[src/rtl/uart_row_command_loader_if.sv]
// Byte-stream input from the UART receiver and the framebuffer write/status outputs
// of the row command loader, bundled so producer and consumer share one definition.
interface uart_row_command_loader_if #(
   parameter int ROW_ADDR_WIDTH = 5,
   parameter int COL_BYTE_WIDTH = 7
);
   logic [7:0]                               rx_data;
   logic                                     rx_data_ready;
   logic                                     ram_write_enable;
   logic [ROW_ADDR_WIDTH+COL_BYTE_WIDTH-1:0] ram_address;
   logic [7:0]                               ram_data;
   logic                                     row_loaded;
   logic [ROW_ADDR_WIDTH-1:0]                row_loaded_index;
   logic [7:0]                               brightness;
   logic                                     cmd_error;
   logic                                     busy;

   // The loader is the slave: it consumes bytes and drives the RAM port and status.
   modport slave (
      input  rx_data, rx_data_ready,
      output ram_write_enable, ram_address, ram_data, row_loaded,
             row_loaded_index, brightness, cmd_error, busy
   );

   modport master (
      output rx_data, rx_data_ready,
      input  ram_write_enable, ram_address, ram_data, row_loaded,
             row_loaded_index, brightness, cmd_error, busy
   );
endinterface

[src/rtl/uart_row_command_loader.sv]
// Parses host bytes ('L' row loads, 'B' brightness) into framebuffer RAM writes,
// with an inter-byte timeout that abandons stalled commands.
module uart_row_command_loader #(
   parameter int                       PIXELS_PER_ROW = 64,
   parameter int                       COL_BYTE_WIDTH = 7,
   parameter int                       ROW_ADDR_WIDTH = 5,
   parameter int                       TIMEOUT_WIDTH  = 12,
   parameter logic [TIMEOUT_WIDTH-1:0] TIMEOUT_TICKS  = 12'd4000
) (
   input  logic                     clk_in,
   input  logic                     reset,
   uart_row_command_loader_if.slave bus
);
   localparam logic [COL_BYTE_WIDTH-1:0] LAST_BYTE    = COL_BYTE_WIDTH'(2*PIXELS_PER_ROW-1);
   localparam logic [TIMEOUT_WIDTH-1:0]  TIMEOUT_LAST = TIMEOUT_TICKS - 1'b1;
   localparam int                        ADDR_W       = ROW_ADDR_WIDTH + COL_BYTE_WIDTH;

   typedef enum logic [1:0] {IDLE, ROW_ADDR, PIXELS, BRIGHT} state_t;

   state_t                    state_q,     state_d;
   logic [ROW_ADDR_WIDTH-1:0] row_q,       row_d;
   logic [COL_BYTE_WIDTH-1:0] byte_idx_q,  byte_idx_d;
   logic [TIMEOUT_WIDTH-1:0]  timer_q,     timer_d;
   logic                      wr_en_q,     wr_en_d;
   logic [ADDR_W-1:0]         wr_addr_q,   wr_addr_d;
   logic [7:0]                wr_data_q,   wr_data_d;
   logic                      row_done_q,  row_done_d;
   logic [ROW_ADDR_WIDTH-1:0] done_row_q,  done_row_d;
   logic [7:0]                bright_q,    bright_d;
   logic                      err_q,       err_d;
   logic                      busy_q,      busy_d;

   logic [7:0] rx;
   assign rx = bus.rx_data;

   always_comb begin
      state_d    = state_q;
      row_d      = row_q;
      byte_idx_d = byte_idx_q;
      timer_d    = timer_q;
      wr_en_d    = 1'b0;
      wr_addr_d  = wr_addr_q;
      wr_data_d  = wr_data_q;
      row_done_d = 1'b0;
      done_row_d = done_row_q;
      bright_d   = bright_q;
      err_d      = 1'b0;

      // A strobe always takes priority over timeout expiry in the same cycle.
      if (bus.rx_data_ready) begin
         timer_d = '0;
         case (state_q)
            IDLE: begin
               if (rx == 8'h4C)      state_d = ROW_ADDR;
               else if (rx == 8'h42) state_d = BRIGHT;
               else                  err_d   = 1'b1;
            end
            ROW_ADDR: begin
               if (rx[7:ROW_ADDR_WIDTH] == '0) begin
                  row_d      = rx[ROW_ADDR_WIDTH-1:0];
                  byte_idx_d = '0;
                  state_d    = PIXELS;
               end else begin
                  err_d   = 1'b1;
                  state_d = IDLE;
               end
            end
            PIXELS: begin
               wr_en_d   = 1'b1;
               wr_addr_d = {row_q, byte_idx_q};
               wr_data_d = rx;
               if (byte_idx_q == LAST_BYTE) begin
                  row_done_d = 1'b1;
                  done_row_d = row_q;
                  byte_idx_d = '0;
                  state_d    = IDLE;
               end else begin
                  byte_idx_d = byte_idx_q + 1'b1;
               end
            end
            BRIGHT: begin
               bright_d = rx;
               state_d  = IDLE;
            end
            default: state_d = IDLE;
         endcase
      end else if (state_q != IDLE) begin
         if (timer_q == TIMEOUT_LAST) begin
            err_d      = 1'b1;
            state_d    = IDLE;
            timer_d    = '0;
            byte_idx_d = '0;
         end else begin
            timer_d = timer_q + 1'b1;
         end
      end

      busy_d = (state_d != IDLE);
   end

   always_ff @(posedge clk_in or negedge reset) begin
      if (!reset) begin
         state_q    <= IDLE;
         row_q      <= '0;
         byte_idx_q <= '0;
         timer_q    <= '0;
         wr_en_q    <= 1'b0;
         wr_addr_q  <= '0;
         wr_data_q  <= '0;
         row_done_q <= 1'b0;
         done_row_q <= '0;
         bright_q   <= 8'hFF;
         err_q      <= 1'b0;
         busy_q     <= 1'b0;
      end else begin
         state_q    <= state_d;
         row_q      <= row_d;
         byte_idx_q <= byte_idx_d;
         timer_q    <= timer_d;
         wr_en_q    <= wr_en_d;
         wr_addr_q  <= wr_addr_d;
         wr_data_q  <= wr_data_d;
         row_done_q <= row_done_d;
         done_row_q <= done_row_d;
         bright_q   <= bright_d;
         err_q      <= err_d;
         busy_q     <= busy_d;
      end
   end

   assign bus.ram_write_enable = wr_en_q;
   assign bus.ram_address      = wr_addr_q;
   assign bus.ram_data         = wr_data_q;
   assign bus.row_loaded       = row_done_q;
   assign bus.row_loaded_index = done_row_q;
   assign bus.brightness       = bright_q;
   assign bus.cmd_error        = err_q;
   assign bus.busy             = busy_q;
endmodule
[src/flat_wrapper.sv]
// flat-port wrapper written by rule: the top's interface ports become plain ports
module uart_row_command_loader_flat 
#(
   parameter int                       PIXELS_PER_ROW = 64,
   parameter int                       COL_BYTE_WIDTH = 7,
   parameter int                       ROW_ADDR_WIDTH = 5,
   parameter int                       TIMEOUT_WIDTH  = 12,
   parameter logic [TIMEOUT_WIDTH-1:0] TIMEOUT_TICKS  = 12'd4000
)
  (clk_in, reset, bus_rx_data, bus_rx_data_ready, bus_ram_write_enable, bus_ram_address, bus_ram_data, bus_row_loaded, bus_row_loaded_index, bus_brightness, bus_cmd_error, bus_busy);
  uart_row_command_loader_if #(.ROW_ADDR_WIDTH(ROW_ADDR_WIDTH), .COL_BYTE_WIDTH(COL_BYTE_WIDTH)) bus_i ();
  input  logic clk_in;
  input  logic reset;
  input wire logic [$bits(bus_i.rx_data)-1:0] bus_rx_data;
  input wire logic [$bits(bus_i.rx_data_ready)-1:0] bus_rx_data_ready;
  output wire logic [$bits(bus_i.ram_write_enable)-1:0] bus_ram_write_enable;
  output wire logic [$bits(bus_i.ram_address)-1:0] bus_ram_address;
  output wire logic [$bits(bus_i.ram_data)-1:0] bus_ram_data;
  output wire logic [$bits(bus_i.row_loaded)-1:0] bus_row_loaded;
  output wire logic [$bits(bus_i.row_loaded_index)-1:0] bus_row_loaded_index;
  output wire logic [$bits(bus_i.brightness)-1:0] bus_brightness;
  output wire logic [$bits(bus_i.cmd_error)-1:0] bus_cmd_error;
  output wire logic [$bits(bus_i.busy)-1:0] bus_busy;
  assign bus_i.rx_data = bus_rx_data;
  assign bus_i.rx_data_ready = bus_rx_data_ready;
  assign bus_ram_write_enable = bus_i.ram_write_enable;
  assign bus_ram_address = bus_i.ram_address;
  assign bus_ram_data = bus_i.ram_data;
  assign bus_row_loaded = bus_i.row_loaded;
  assign bus_row_loaded_index = bus_i.row_loaded_index;
  assign bus_brightness = bus_i.brightness;
  assign bus_cmd_error = bus_i.cmd_error;
  assign bus_busy = bus_i.busy;
  uart_row_command_loader #(.PIXELS_PER_ROW(PIXELS_PER_ROW), .COL_BYTE_WIDTH(COL_BYTE_WIDTH), .ROW_ADDR_WIDTH(ROW_ADDR_WIDTH), .TIMEOUT_WIDTH(TIMEOUT_WIDTH), .TIMEOUT_TICKS(TIMEOUT_TICKS)) u_core (.clk_in(clk_in), .reset(reset), .bus(bus_i));
endmodule
[config.mk]
export PLATFORM = sky130hd
export DESIGN_NAME = uart_row_command_loader_flat
export DESIGN_NICKNAME = d
export VERILOG_FILES = /design/src/rtl/uart_row_command_loader_if.sv /design/src/rtl/uart_row_command_loader.sv /design/src/flat_wrapper.sv
export SDC_FILE = /design/constraint.sdc
export NUM_CORES = 1
export LEC_CHECK = 0
export ABC_CLOCK_PERIOD_IN_PS = 1700
export CAP_MARGIN = 20
export CORE_MARGIN = 1.5
export CORE_UTILIZATION = 40
export DETAILED_ROUTE_END_ITERATION = 16
export PLACE_DENSITY_LB_ADDON = 0.05
export SYNTH_ARGS = -nofsm -noshare
export SYNTH_HDL_FRONTEND = slang
export SYNTH_SLANG_ARGS = --single-unit
export TNS_END_PERCENT = 30
[constraint.sdc]
create_clock -name clk_in -period 1.7 [get_ports clk_in]
set_input_delay 0.425 -clock clk_in [delete_from_list [all_inputs] [get_ports clk_in]]
set_output_delay 0.425 -clock clk_in [all_outputs]
set_load 0.01 [all_outputs]
# Word-level counts from Yosys, hierarchy flattened
# Index checks and enable logic that the tools add are counted.
# W data, S select, Z words.
# totals
reg_bits,63
input_bits,11
output_inout_bits,37
# classes
addsub,2
n_eq_ne,9
muxes,29
n_reduce_logical,11
# ops
operator,count
$mux W12,3
$mux W7,5
$eq A8 B7 Y1 const B,2
$mux W2,7
$pmux W7 S2,1
$add A12 B1 Y12 const B,1
$eq A12 B12 Y1 const B,1
$mux W1,11
$pmux W2 S4,1
$reduce_bool A2 Y1,4
$add A7 B1 Y7 const B,1
$eq A7 B7 Y1 const B,1
$reduce_and A3 Y1,2
$eq A2 B2 Y1 const B,2
$reduce_and A2 Y1,2
$reduce_and A4 Y1,1
$logic_not A3 Y1,1
$ne A3 B1 Y1 const B,1
$ne A3 B2 Y1 const B,1
$eq A2 B1 Y1 const B,1
$logic_not A2 Y1,1
$pmux W1 S2,1

# Longest topological paths before layout
# Gate-level depths: netlist (run 1).
# logic_depth
word_depth,6
mapped_depth,6
depth_no_buf,5

# Worst setup path before layout (run 1)
# OpenSTA, ideal clock, no wires.
# synth_path
path_kind,input port to flip-flop
start,input bus_rx_data[5]
end,register u_core.row_q[0]
setup_time_ns,0.125
arrival_ns,1.561
path_slack_ns,0.014
path_stages,3
path_buffers,0
path_cell_list,or4b_4 > nor3_4 > mux2_2
# synth_via
elab_chain_cells,2
# synth_lines
element,line_no,rtl
from (decl),flat_wrapper.sv:14,input wire logic [$bits(bus_i.rx_data)-1:0] bus_rx_data;
$logic_not A3 Y1,uart_row_command_loader.sv:59,if (rx[7:ROW_ADDR_WIDTH] == '0) begin
$reduce_and A3 Y1 (no line),--,
to (signal assigned),uart_row_command_loader.sv:117,row_q <= row_d;
to (decl),uart_row_command_loader.sv:21,"logic [ROW_ADDR_WIDTH-1:0] row_q, row_d;"
# Every way passes these cells.
# A chain may end at the register's enable or synchronous reset.

# Final worst setup path (run 1)
# layout_path
start,register u_core.busy_q (netlist: u_core.bus.busy)
end,output bus_busy
# layout_lines
element,line_no,rtl
from (decl),uart_row_command_loader.sv:31,"logic busy_q, busy_d;"
from (signal assigned),uart_row_command_loader.sv:127,busy_q <= busy_d;
to (decl),flat_wrapper.sv:23,output wire logic [$bits(bus_i.busy)-1:0] bus_busy;
# No word-level cell between the ends.

==> out/metrics.yaml, run 1 <==
route:
  vias: 2114
  drt-pass1-iter-count: 4
  drc: 0
  ant_nets: 0
  via_per_inst: 4.97
  m1WireLength_um: 3040
  wl_met2_um: 2820
  top_layer: "met4"
  routedWlPerCell_um: 14.3
  first_iter_violations: 59
  wl_um: 6100
  dr_wl_met3_um: 182
layout:
  area_delta_synth_final_pct: 36.6
  diodes: 0
  layout.nets: 353
  fin_area_mm2: 0.00376
  fin_cells: 425
  fin_util_pct: 56.0
  drive_gt1_share_pct: 24.6
power_and_ir_drop:
  peakVddDrop_mv: 0.592
  p_sw_uw: 1100
  p_leak_uw: 0.00186
  switching_share_pct: 28.5
  clock_power_share_pct: 29.2
  cell_internal_pwr_uw: 2760
  combPwrFrac_pct: 23.3
  powerDensity_mw_per_mm2: 1020
  seqPwrFrac_pct: 47.5
setup_path:
  critical_path_required_ns: 1.27
  crit_arrival_ns: 1.22
  crit_fanout: 1
  path_delay_family: "buffers and inverters"
  critPathCaptureType: "output pin"
  crit_chain: "clkdlybuf4s50_1"
  crit_type: "reg2out"
  critPathMaxStageDelay_ns: 0.54
  crit_path_top_delay_cell: "clkdlybuf4s50_1"
  crit_buf_inv: 1
  startpoint_type: "flop"
status:
  status: "completed"
hold_path:
  min-delay-path-class: "in2async"
synth:
  ys_ff_latch: 63
  ys.flop_type: "dfrtp_1"
  synth.most_common_cell: "nand2_1"
  synth_nets: 272
  synth_cell_types: 47
  syn-cell-area_mm2: 0.00275
  ys_async_sr_fraction_pct: 100
  syn_inst: 259
  yosys_warnings: 0
  avgSynthCellArea_um2: 10.6
  synth_top_area_share_pct: 50.0
  synthTopCellsByArea: "dfrtp_1 (50%), nand2_1 (8.9%), dfstp_2 (7.6%)"
  synth_edf_count: 0
  synthTopCellsByCount: "nand2_1 (65), dfrtp_1 (55), mux2_2 (18)"
  synth_top_area_cell: "dfrtp_1"
  ys_seq_area_share_pct: 57.6
global_routing:
  antenna_found_initial: 0
  grt_pass1_wl_um: 10200
  grt_pass1_vias: 2102
  grt_usage_pct: 18.0
  grt_max_degree: 64
  overflow: 0
floorplanning:
  die_x_um: 86.0
  die_h_um: 86.0
  rows: 30
  core_area_mm2: 0.00672
  ios: 48
  fp.dieArea_mm2: 0.00739
  start_util_pct: 41.0
sta:
  finalSetupViolCount: 0
  fmax_mhz: 607
  rsz0062_at_grt: "yes"
  worstMarginPinSlew_ns: 0.351
  hold_violations: 0
  slew_violations: 0
  fin_crit_sh_pct: 97.0
  finClkSkew_ns: 0.00882
  relSlewSlack_pct: 76.6
  finalCriticalPeriod_ns: 1.65
clocking:
  htreeDepth: 3
  cts.clk_slew.worst_paths_ns: 0.07
  worstSkewPairLatency_ns: 0.33
  cts.sinks: 63
  ctsHoldBuffers: 0
  cts_root_buf: "clkbuf_8"
  cts_buffer_depth: 2
  cts_made_buffers: 9
  cts_tree: "done"
place:
  place_area_mm2: 0.00355
  place_inst: 406
  portBuffers: 47
  dp_hpwl_um: 4110
  place.gp.congestion: 0.752
run:
  drv_cap: 0
[metal layers]
layer	GRT usage (%)	vias up
li1	-	1052
met1	25.7	1025
met2	27.2	32
met3	3.37	5
met4	7.04	0
met5	0	-
[power by group through the flow]
| stage | sequential [µW] | combinational (µW) | clock, µW |
|---|---|---|---|
| after CTS | 1830 | 910 | 1170 |
| final | 1830 | 899 | 1130 |
| after global routing | 1860 | 1010 | 1250 |
| after floorplan | 1920 | 296 | 0 |
| after global placement | 1860 | 905 | 0 |
| after detailed placement | 1860 | 910 | 0 |
[through the flow]
step                      hold slack, ns  setup WS, ns  power (µW)  TNS (ns)
after global routing               0.107       -0.0184        4110   -0.0433
after global placement             0.457        -0.524        2760    -11.94
final                             0.0749        0.0514        3860         0
after floorplan                    0.129        0.0139        2220         0
after CTS                          0.110        0.0212        3910         0
after detailed placement           0.462        -0.569        2770    -12.19
[logic make-up (layout without fill, tap and decap cells)]
logic type	count (synthesis)	in the layout	share of synthesized area (%)
xor gates and xnor gates	9	9	2.86
buffers and inverters	17	103	2.77
DFF	63	63	57.6
muxes	18	18	7.36
and+or+nand+nor	119	119	21.0
adders and majority gates	2	2	0.909
AOI/OAI and AO/OA	31	31	7.50
[cell type report]
cell class                      instances  area [µm²]
Fill cell                             601        2960
Sequential cell                        63        1590
Multi-Input combinational cell        179        1120
Timing Repair Buffer                   81         767
Clock buffer                           12         145
Tap cell                               80         100
Clock inverter                          4        22.5
Inverter                                6        22.5
[sequential cells by signal, indices dropped and copies added, names as in the netlist]
name,cells
u_core.state_q,2
u_core.bus.cmd_error,1
u_core.timer_q,12
u_core.row_q,5
u_core.bus.ram_data,8
u_core.bus.row_loaded,1
u_core.bus.brightness,8
u_core.bus.ram_write_enable,1
u_core.bus.row_loaded_index,5
u_core.bus.ram_address,12
u_core.byte_idx_q,7
u_core.bus.busy,1
[timing repair]
action / CTS / global route
setup endpoints to repair: 21 / 17
buffers inserted: 3 / 0
gates cloned: 0 / 0
endpoints found under the hold margin: 0 / 0
pin swaps: 2 / 1
resized for setup: 18 / 3
[layout by cell type, fill, tap and decap left out, drive strengths merged, types with 3 or more instances in the layout]
cell            n
o21ai           5
nor3            4
dfstp           8
buf            35
nand4           7
nor2           14
a21oi           7
clkbuf         12
and3            5
nand3           7
mux2           18
nand2          65
dlygate4sd2     9
a31oi           4
dfrtp          55
o31ai           3
xor2            8
clkdlybuf4s50  35
and4            3
inv             5
clkinv          4
[final timing paths]
| check | startpoint | endpoint | slack, ns | cells after the start |
|---|---|---|---|---|
| hold / removal | reset | u_core.bus.ram_address[4]$_DFFE_PN0P_ | 0.07 | 2 |
| min in group clk_in | u_core.bus.ram_data[6]$_DFFE_PN0P_ | u_core.bus.ram_data[6]$_DFFE_PN0P_ | 0.48 | 2 |
| hold reg to reg | u_core.bus.ram_data[6]$_DFFE_PN0P_ | u_core.bus.ram_data[6]$_DFFE_PN0P_ | 0.48 | 2 |
| setup / recovery | u_core.bus.busy$_DFF_PN0_ | bus_busy | 0.05 | 1 |
| setup reg to reg | u_core.state_q[0]$_DFF_PN0_ | u_core.byte_idx_q[4]$_DFFE_PN0P_ | 0.06 | 5 |
| max in group asynchronous | reset | u_core.bus.brightness[3]$_DFFE_PN1P_ | 1.27 | 2 |
(Power assumes the default switching activity.)
==> run 2, diff against run 1 <==
- CTS_CLUSTER_DIAMETER: default -> 200
- HOLD_SLACK_MARGIN: default -> 0.03
==> results of run 2 <==
No change in the layout: final DEF, timing and power equal those of run 1.
==> run 3, diff against run 2 <==
- ABC_AREA: default -> 1
==> out/metrics.yaml, run 3 <==
floorplanning:
  core_area_mm2: 0.00718  # was 0.00672 mm²
  die_h_um: 88.6  # was 86.0 µm
  die_x_um: 88.6  # was 86.0 µm
  rows: 31  # was 30
  start_util_pct: 40.8  # was 41.0%
  fp.dieArea_mm2: 0.00784  # was 0.00739 mm²
  ios: 48  # unchanged
clocking:
  cts_tree: "done"  # unchanged
  ctsHoldBuffers: 0  # unchanged
  htreeDepth: 3  # unchanged
  cts_buffer_depth: 2  # unchanged
  cts_root_buf: "clkbuf_8"  # unchanged
  cts_made_buffers: 9  # unchanged
  cts.clk_slew.worst_paths_ns: 0.07  # about the same
  cts.sinks: 63  # unchanged
  worstSkewPairLatency_ns: 0.33  # about the same
global_routing:
  overflow: 0  # unchanged
  grt_max_degree: 26  # was 64
  grt_pass1_wl_um: 10500  # was 10,200 µm
  grt_usage_pct: 17.7  # was 18.0%
  antenna_found_initial: 0  # unchanged
  grt_pass1_vias: 2212  # was 2,102
synth:
  synth_top_family_by_area: "simple AND/OR/NAND/NOR gates"  # unchanged
  syn-cell-area_mm2: 0.00293  # was 0.00275 mm²
  ys_async_sr_fraction_pct: 100  # unchanged
  synth_edf_count: 0  # unchanged
  synthAdderAreaFrac_pct: 0.855  # was 0.909%
  synth_cell_types: 32  # was 47
  synth_nets: 344  # was 272
  synthTopCellsByCount: "nand2_1 (109), dfrtp_1 (55), inv_1 (29)"  # was nand2_1 (65), dfrtp_1 (55), mux2_2 (18)
  synth_xor_area_share_pct: 0.598  # was 2.86%
  synthTopCellsByArea: "dfrtp_1 (47%), nand2_1 (14%), dfstp_2 (7.2%)"  # was dfrtp_1 (50%), nand2_1 (8.9%), dfstp_2 (7.6%)
  syn_inst: 331  # was 259
  synth_top_area_share_pct: 47.0  # was 50.0%
  synth_top_area_cell: "dfrtp_1"  # unchanged
  synthMuxAreaShare_pct: 0  # was 7.36%
  synth.most_common_cell: "nand2_1"  # unchanged
  yosys_warnings: 0  # unchanged
  synthSimpleGateAreaFrac_pct: 27.8  # was 21.0%
  ys.flop_type: "dfrtp_1"  # unchanged
  ys_ff_latch: 63  # unchanged
  synth_compound_area_share_pct: 10.1  # was 7.50%
  ys_seq_area_share_pct: 54.2  # was 57.6%
  avgSynthCellArea_um2: 8.85  # was 10.6 µm²
sta:
  rsz0062_at_grt: "no"  # was yes
  finalSetupViolCount: 0  # unchanged
  finalCriticalPeriod_ns: 1.67  # was 1.65 ns
  fin_crit_sh_pct: 98.1  # was 97.0%
  fmax_mhz: 600  # was 607 MHz
  finClkSkew_ns: 0.00800  # was 0.00882 ns
  setup_ws_ns: 0.0324  # was 0.0514 ns
  hold_violations: 0  # unchanged
  finalSetupTns_ns: 0  # unchanged
  relSlewSlack_pct: 69.1  # was 76.6%
  worstMarginPinSlew_ns: 0.463  # was 0.351 ns
  slew_violations: 0  # unchanged
setup_path:
  path_depth: 1  # unchanged
  crit_type: "reg2out"  # unchanged
  crit_chain: "clkdlybuf4s50_1"  # unchanged
  crit_arrival_ns: 1.24  # was 1.22 ns
  path_delay_family: "buffers and inverters"  # unchanged
  critPathCaptureType: "output pin"  # unchanged
  timing.rr.start: "u_core.timer_q[0]$_DFFE_PN0N_"  # was u_core.state_q[0]$_DFF_PN0_
  rr_endpoint: "u_core.timer_q[10]$_DFFE_PN0N_"  # was u_core.byte_idx_q[4]$_DFFE_PN0P_
  rrSetupSlack_ns: 0.15  # was 0.06 ns
  critPathMaxStageDelay_ns: 0.54  # about the same
  crit_path_top_delay_cell: "clkdlybuf4s50_1"  # unchanged
  crit_buf_inv: 1  # unchanged
  critical_path_required_ns: 1.27  # about the same
  startpoint_type: "flop"  # unchanged
  reg2regPathDepth: 9  # was 5
  crit_fanout: 2  # was 1
place:
  place_inst: 498  # was 406
  portBuffers: 47  # unchanged
  dp_hpwl_um: 4700  # was 4110 µm
  place.gp.congestion: 0.830  # was 0.752
  place_ws_ns: -0.0457  # was -0.569 ns
run:
  drv_cap: 0  # unchanged
power_and_ir_drop:
  p_leak_uw: 0.00195  # was 0.00186 µW
  powerDensity_mw_per_mm2: 1130  # was 1020 mW/mm²
  peakVddDrop_mv: 0.422  # was 0.592 mV
  fin_total_pwr_uw: 4420  # was 3860 µW
layout:
  diodes: 0  # unchanged
  fin_util_pct: 54.6  # was 56.0%
  layout_common_cells: "nand2_1 (108), dfrtp_1 (55), clkdlybuf4s50_1 (35)"  # was nand2_1 (65), dfrtp_1 (55), clkdlybuf4s50_1 (35)
  drive_gt1_share_pct: 22.4  # was 24.6%
  fin_cells: 514  # was 425
  final_common_cell: "nand2_1"  # unchanged
  layout.nets: 423  # was 353
  area_delta_synth_final_pct: 33.7  # was 36.6%
route:
  routedWlPerCell_um: 12.4  # was 14.3 µm
  wl_um: 6390  # was 6100 µm
  first_iter_violations: 109  # was 59
  ant_nets: 0  # unchanged
  drt-pass1-iter-count: 4  # unchanged
  vias: 2320  # was 2,114
  via_per_inst: 4.51  # was 4.97
  drc: 0  # unchanged
hold_path:
  min-delay-path-class: "in2async"  # unchanged
status:
  status: "completed"  # unchanged
run 3: changes by cell type in the layout (fill, tap and decap cells not counted), sizes merged, moves of 3 or more:
cell | before | now
buf | 35 | 28
inv | 5 | 36
and3 | 5 | 0
nand2 | 65 | 115
and4 | 3 | 0
dlymetal6s2s | 0 | 3
nand4 | 7 | 2
nor3 | 4 | 1
nand3 | 7 | 23
o21ai | 5 | 36
mux2 | 18 | 0
a31oi | 4 | 0
xor2 | 8 | 1
nor2 | 14 | 31
run 3: per-layer routing:
| metal | vias up | track usage, % | wire (µm) |
|---|---|---|---|
| met2 | 40 | 27.6 | 2940 |
| li1 | 1204 | - | - |
| met3 | 7 | 3.08 | 259 |
| met5 | - | 0 | 0 |
| met1 | 1069 | 24.8 | 3110 |
| met4 | 0 | 6.82 | 72 |
run 3: stage by stage:
step	cell area (µm²)	hold WS, ns
after detailed placement	3700	0.397
after global placement	3700	0.392
after global routing	3920	0.0495
final	3920	0.0378
after CTS	3910	0.0330
after floorplan	2930	0.129
run 3: worst max-delay path by stage:
| stage | start | to | slack [ns] |
|---|---|---|---|
| finish | u_core.bus.ram_data[6]$_DFFE_PN0P_ | bus_ram_data[6] | 0.03 |
| global route | u_core.timer_q[0]$_DFFE_PN0N_ | u_core.timer_q[10]$_DFFE_PN0N_ | 0.001 |
| CTS | u_core.bus.ram_address[11]$_DFFE_PN0P_ | bus_ram_address[11] | 0.02 |
| detailed placement | bus_rx_data_ready | u_core.timer_q[10]$_DFFE_PN0N_ | -0.05 |
| global placement | bus_rx_data[0] | u_core.bus.busy$_DFF_PN0_ | -0.02 |
| floorplan | u_core.timer_q[0]$_DFFE_PN0N_ | u_core.timer_q[6]$_DFFE_PN0N_ | 0.32 |
run 3: power by group:
group	total, µW	internal, µW	leakage [µW]	switching [µW]
logic	1110	595	0.00106	519
registers	1900	1750	0.000793	153
clock network	1410	821	0.000102	588
total	4420	3160	0.00195	1260
run 3: area by class of cell:
type	count	area, µm²
Fill cell	677	3260
Sequential cell	63	1590
Multi-Input combinational cell	226	1150
Timing Repair Buffer	74	703
Inverter	36	135
Clock buffer	10	128
Tap cell	99	124
Clock inverter	6	85.1
run 3: cells by family after synthesis:
logic type | count (synthesis)
xor+xnor | 2
compound gates | 46
buf+inv | 42
flops | 63
fa+ha+maj | 2
simple gates | 176
run 3: timing repair:
item                       CTS  global route
resized for setup            8             4
setup endpoints to repair    8            18
buffers inserted             0             0
